File: config.mk
export PLATFORM = sky130hd
export DESIGN_NAME = hbm_link_credit_bridge
export DESIGN_NICKNAME = d
export VERILOG_FILES = /design/src/rtl/hbm_link_credit_bridge.sv
export SDC_FILE = /design/constraint.sdc
export NUM_CORES = 1
export LEC_CHECK = 0
export BUFFER_PORTS_ARGS = -buffer_cell sky130_fd_sc_hd__buf_2
export CAP_MARGIN = 20
export CORE_AREA = 2 2 166 168
export CTS_BUF_LIST = sky130_fd_sc_hd__clkbuf_8
export DETAILED_ROUTE_END_ITERATION = 16
export DIE_AREA = 0 0 168 170
export PLACE_DENSITY_LB_ADDON = 0.25
export SLEW_MARGIN = 40
export SYNTH_ARGS = -nofsm -noshare
export SYNTH_HDL_FRONTEND = slang
export SYNTH_SLANG_ARGS = --single-unit
export TNS_END_PERCENT = 1
File: constraint.sdc
create_clock -name clk_i -period 2.8 [get_ports clk_i]
set_input_delay 0.56 -clock clk_i [delete_from_list [all_inputs] [get_ports clk_i]]
set_output_delay 0.56 -clock clk_i [all_outputs]
set_load 0.03 [all_outputs]
File: src/rtl/hbm_link_credit_bridge.sv
// Credit-based bridge between a FlooNoC valid/ready port pair and the die-to-die HBM link.
// Optional perf counters are enabled by defining HBM_CREDIT_BRIDGE_PERF_EN.
module hbm_link_credit_bridge #(
   parameter int unsigned FlitWidth  = 64,
   parameter int unsigned NumCredits = 4,
   parameter int unsigned CntWidth   = 32
) (
   input  logic                 clk_i,
   input  logic                 rst_i,
   input  logic                 noc_tx_valid_i,
   output logic                 noc_tx_ready_o,
   input  logic [FlitWidth-1:0] noc_tx_data_i,
   output logic                 link_tx_valid_o,
   output logic [FlitWidth-1:0] link_tx_data_o,
   input  logic                 link_credit_i,
   input  logic                 link_rx_valid_i,
   input  logic [FlitWidth-1:0] link_rx_data_i,
   output logic                 link_credit_o,
   output logic                 noc_rx_valid_o,
   input  logic                 noc_rx_ready_i,
   output logic [FlitWidth-1:0] noc_rx_data_o,
   output logic [1:0]           err_o,
   output logic [CntWidth-1:0]  tx_flits_o,
   output logic [CntWidth-1:0]  rx_flits_o
);

   localparam int unsigned CredW = $clog2(NumCredits + 1);
   localparam int unsigned PtrW  = (NumCredits > 1) ? $clog2(NumCredits) : 1;
   localparam logic [CredW-1:0] CredMax = CredW'(NumCredits);
   localparam logic [PtrW-1:0]  PtrLast = PtrW'(NumCredits - 1);

   logic [CredW-1:0]     cred_q, cred_d;
   logic                 tx_valid_q;
   logic [FlitWidth-1:0] tx_data_q;
   logic                 tx_accept;
   logic                 cred_ovf;

   logic [FlitWidth-1:0] mem_q [NumCredits];
   logic [PtrW-1:0]      wr_ptr_q, wr_ptr_d, rd_ptr_q, rd_ptr_d;
   logic                 wr_wrap_q, wr_wrap_d, rd_wrap_q, rd_wrap_d;
   logic                 rx_empty, rx_full, rx_pop, rx_push, rx_ovf;
   logic                 credit_q;
   logic [1:0]           err_q;

   assign tx_accept      = noc_tx_valid_i && (cred_q != '0);
   assign noc_tx_ready_o = (cred_q != '0);

   // A credit arriving while already at the maximum is saturated and flagged.
   always_comb begin
      cred_d   = cred_q;
      cred_ovf = 1'b0;
      unique case ({tx_accept, link_credit_i})
         2'b10: cred_d = cred_q - 1'b1;
         2'b01: begin
            if (cred_q == CredMax) begin
               cred_ovf = 1'b1;
            end else begin
               cred_d = cred_q + 1'b1;
            end
         end
         default: cred_d = cred_q;
      endcase
   end

   always_ff @(posedge clk_i or posedge rst_i) begin
      if (rst_i) begin
         cred_q     <= CredMax;
         tx_valid_q <= 1'b0;
         tx_data_q  <= '0;
      end else begin
         cred_q     <= cred_d;
         tx_valid_q <= tx_accept;
         if (tx_accept) begin
            tx_data_q <= noc_tx_data_i;
         end
      end
   end

   assign link_tx_valid_o = tx_valid_q;
   assign link_tx_data_o  = tx_data_q;

   assign rx_empty = (wr_ptr_q == rd_ptr_q) && (wr_wrap_q == rd_wrap_q);
   assign rx_full  = (wr_ptr_q == rd_ptr_q) && (wr_wrap_q != rd_wrap_q);
   assign rx_pop   = !rx_empty && noc_rx_ready_i;
   // A pop in the same cycle frees the slot, so a write into a full FIFO is then legal.
   assign rx_push  = link_rx_valid_i && (!rx_full || rx_pop);
   assign rx_ovf   = link_rx_valid_i && rx_full && !rx_pop;

   always_comb begin
      wr_ptr_d  = wr_ptr_q;
      wr_wrap_d = wr_wrap_q;
      rd_ptr_d  = rd_ptr_q;
      rd_wrap_d = rd_wrap_q;
      if (rx_push) begin
         if (wr_ptr_q == PtrLast) begin
            wr_ptr_d  = '0;
            wr_wrap_d = !wr_wrap_q;
         end else begin
            wr_ptr_d = wr_ptr_q + 1'b1;
         end
      end
      if (rx_pop) begin
         if (rd_ptr_q == PtrLast) begin
            rd_ptr_d  = '0;
            rd_wrap_d = !rd_wrap_q;
         end else begin
            rd_ptr_d = rd_ptr_q + 1'b1;
         end
      end
   end

   always_ff @(posedge clk_i) begin
      if (rx_push) begin
         mem_q[wr_ptr_q] <= link_rx_data_i;
      end
   end

   always_ff @(posedge clk_i or posedge rst_i) begin
      if (rst_i) begin
         wr_ptr_q  <= '0;
         wr_wrap_q <= 1'b0;
         rd_ptr_q  <= '0;
         rd_wrap_q <= 1'b0;
         credit_q  <= 1'b0;
         err_q     <= 2'b00;
      end else begin
         wr_ptr_q  <= wr_ptr_d;
         wr_wrap_q <= wr_wrap_d;
         rd_ptr_q  <= rd_ptr_d;
         rd_wrap_q <= rd_wrap_d;
         credit_q  <= rx_pop;
         err_q     <= err_q | {rx_ovf, cred_ovf};
      end
   end

   assign noc_rx_valid_o = !rx_empty;
   assign noc_rx_data_o  = mem_q[rd_ptr_q];
   assign link_credit_o  = credit_q;
   assign err_o          = err_q;

`ifdef HBM_CREDIT_BRIDGE_PERF_EN
   logic [CntWidth-1:0] tx_cnt_q, rx_cnt_q;

   always_ff @(posedge clk_i or posedge rst_i) begin
      if (rst_i) begin
         tx_cnt_q <= '0;
         rx_cnt_q <= '0;
      end else begin
         if (tx_valid_q) begin
            tx_cnt_q <= tx_cnt_q + 1'b1;
         end
         if (rx_push) begin
            rx_cnt_q <= rx_cnt_q + 1'b1;
         end
      end
   end

   assign tx_flits_o = tx_cnt_q;
   assign rx_flits_o = rx_cnt_q;
`else
   assign tx_flits_o = '0;
   assign rx_flits_o = '0;
`endif

endmodule

==> impl_metrics.json <==
{
  "grt-busiest-layer": "met2",
  "ios": 332,
  "postCtsHoldBufs": 0,
  "syn-cell-area_mm2": 0.0129,
  "syn_to_final_growth_pct": 20.6,
  "die_w_um": 168,
  "power_density_mw_per_mm2": 1160,
  "tightest_slew_ps": 629,
  "gp_congestion": 0.734,
  "yosysMostFrequentCell": "edfxtp_1",
  "route.detailed.drc": 0,
  "rsz0062_at_grt": "false",
  "vias": 6604,
  "fin_skew_ps": 19.0,
  "synth_common_cells": "256 x edfxtp_1, 76 x dfrtp_1, 68 x mux2_2",
  "core_mm2": 0.0267,
  "drtIter0Drc": 394,
  "synth_flop_cell": "edfxtp_1",
  "grt-ovfl-total": 0,
  "wl_per_cell_um": 19.3,
  "worstPathArrival_ps": 2120,
  "yosysUniqueCellTypes": 40,
  "clock_sinks": 333,
  "crit_path_cell_trace": "buf_16 > mux4_2 > buf_2",
  "path_class": "reg2out",
  "critPathMaxStageDelay_ps": 560,
  "yosys.area.top_type": "edfxtp_1",
  "crit_buf_inv": 2,
  "finalWorstSetupSlack_ps": 117,
  "timing.rr.end": "mem_q[2][53]",
  "r2r_cells": 4,
  "die_y_um": 170,
  "synthCells": 618,
  "num_rows": 60,
  "cp_max_fo": 34,
  "clk_latency_ps": 570,
  "use_met1": 0.219,
  "post-route-period-util": 0.958,
  "io_buffers": 267,
  "synth_edf_count": 256,
  "cts-root-buf": "clkbuf_8",
  "slew_violations": 0,
  "avgViaCountPerCell": 5.02,
  "r2r-start": "rd_ptr_q[0]",
  "nets": 1070,
  "h-tree-depth": 2,
  "path_clk_slew_ps": 60,
  "antenna_found_initial": 1,
  "ys_ff_latch": 333,
  "track_usage": 0.176,
  "start_util": 0.484,
  "instances_no_fill": 1315,
  "crit_required_ps": 2240,
  "end_kind": "primary output",
  "cp_slowest_cell": "mux4_2",
  "worstHoldPathType": "in2async",
  "synthArstFlopShare": 0.231,
  "clk_path_buf_depth": 3,
  "start_kind": "flop",
  "cap_violations": 0,
  "drtAntennaViolNets": 0,
  "dp_slack_ps": 494,
  "cts_tree": "done",
  "grt.met2_usage": 0.299,
  "cp_top_family": "multiplexers",
  "grt_pass1_vias": 7140,
  "max_slew_margin": 0.581,
  "yosysWarningCount": 0,
  "grt_pass1_wl_um": 38500,
  "drive_above_1_share": 0.510,
  "dp.cells": 1215,
  "finalHoldViolCount": 0,
  "setup_violations": 0,
  "max_clock_freq_ghz": 0.373,
  "dr.pass1.iters": 4,
  "numCtsBuffers": 53,
  "synthTopCellsByArea": "edfxtp_1 60%, dfrtp_1 15%, mux4_2 11%",
  "outcome": "finished, final reports clean",
  "period_minus_slack_ps": 2680,
  "leakagePower_nw": 6.09,
  "worst-r2r-setup-slack_ps": 560,
  "hpwl_um": 16200,
  "dieArea_mm2": 0.0286,
  "yosysSeqAreaShare": 0.746,
  "synth_top_area_frac": 0.596,
  "ir_drop_uv": 706,
  "wl_um": 25400,
  "synth_area_per_cell_um2": 20.9,
  "met3_usage": 0.0565,
  "grt_max_degree": 78
}
-- cell usage in the layout (no fill, tap or decap), drive strengths merged, types with 2 or more instances in the layout --
cell type	netlist	routed
nand3	2	2
clkbuf	2	57
nor2	6	6
o21ai	3	3
ha	5	5
a21oi	2	2
conb	1	64
mux4	64	64
edfxtp	256	256
inv	9	27
clkinv	0	20
clkinvlp	0	2
bufinv	0	2
and3	6	6
dfrtp	76	76
nand2	6	6
mux2	68	68
a221o	2	2
xnor2	2	2
xor2	4	4
buf	86	281
-- layout make-up --
cell class | count | area (um2)
fill | 2012 | 11100
antenna | 1 | 2.50
timing repair buffer | 282 | 1580
sequential | 333 | 9620
clock buffer | 56 | 771
inverter | 9 | 33.8
clock inverter | 42 | 235
tap | 341 | 427
multi-input combinational | 251 | 2880
-- metrics by stage --
stage | hold WS, ps | instance area (um2) | util | power (mW) | TNS, ps
2_1_floorplan | 527 | 13100 | - | 12.2 | -20420
3_3_place_gp | 451 | 14400 | 0.542 | 14.1 | 0
3_5_place_dp | 467 | 14500 | 0.544 | 14.2 | 0
4_1_cts | 62.6 | 15500 | 0.583 | 18.3 | 0
5_1_grt | 79.3 | 15500 | 0.583 | 18.9 | 0
6_report | 82.4 | 15500 | 0.583 | 18.0 | 0
-- cells by family (layout without fill, tap and decap cells) --
kind of cell    count (synthesis)  after routing  share of synthesized area
buf+inv                        97            389                     0.0512
xor+xnor                        6              6                    0.00466
simple gates                   26             26                     0.0106
mux                           133            133                      0.172
flops                         333            333                      0.746
fa+ha+maj                       6              6                    0.00640
compound gates                 16             16                    0.00912
other cells                     1             65                   0.000291
-- metal layers --
| metal | wire length (um) | vias to the layer above | share of wire |
|---|---|---|---|
| met3 | 2100 | 43 | 0.083 |
| met4 | 456 | 2 | 0.018 |
| met2 | 12600 | 272 | 0.50 |
| met1 | 10200 | 3346 | 0.40 |
| met5 | 14 | - | 0.00055 |
| li1 | - | 2941 | - |
-- worst max path at each step --
stage / startpoint / end / slack (ps) / cells past startpoint
3_3_place_gp: rd_ptr_q[1] / noc_rx_data_o[51] / 450 / 3
5_1_grt: rd_ptr_q[0] / noc_rx_data_o[37] / 9 / 3
6_report: rd_ptr_q[0] / noc_rx_data_o[31] / 120 / 3
3_5_place_dp: rd_ptr_q[0] / noc_rx_data_o[31] / 490 / 3
2_1_floorplan: rd_ptr_q[1] / mem_q[1][0] / -110 / 3
4_1_cts: rd_ptr_q[1] / noc_rx_data_o[31] / 20 / 3
-- where the power goes --
part / switching, mW / internal (mW)
Sequential: 0.471 / 6.68
Clock: 1.81 / 2.04
Combinational: 4.46 / 2.52
Total: 6.74 / 11.2
-- state kept, by name, summed over array words and instances (netlist names) --
register	count
mem_q	256
link_tx_data_o	64
cred_q	3
err_o	2
rd_ptr_q	2
wr_ptr_q	2
link_credit_o	1
link_tx_valid_o	1
rd_wrap_q	1
wr_wrap_q	1
-- worst reg2reg max path, stage by stage, from the launching register on --
cell and delay [ps]:
dfrtp_4 540, xor2_2 230, or4_4 550, and3_4 380, buf_12 260
-- timing repair --
item / 4_1_cts / 5_1_grt
setup buffers: 0 / 0
resized for setup: 2 / 1
gates cloned: 1 / 0
setup endpoints to repair: 64 / 4
Note: power is estimated with default switching activity, not from simulation.
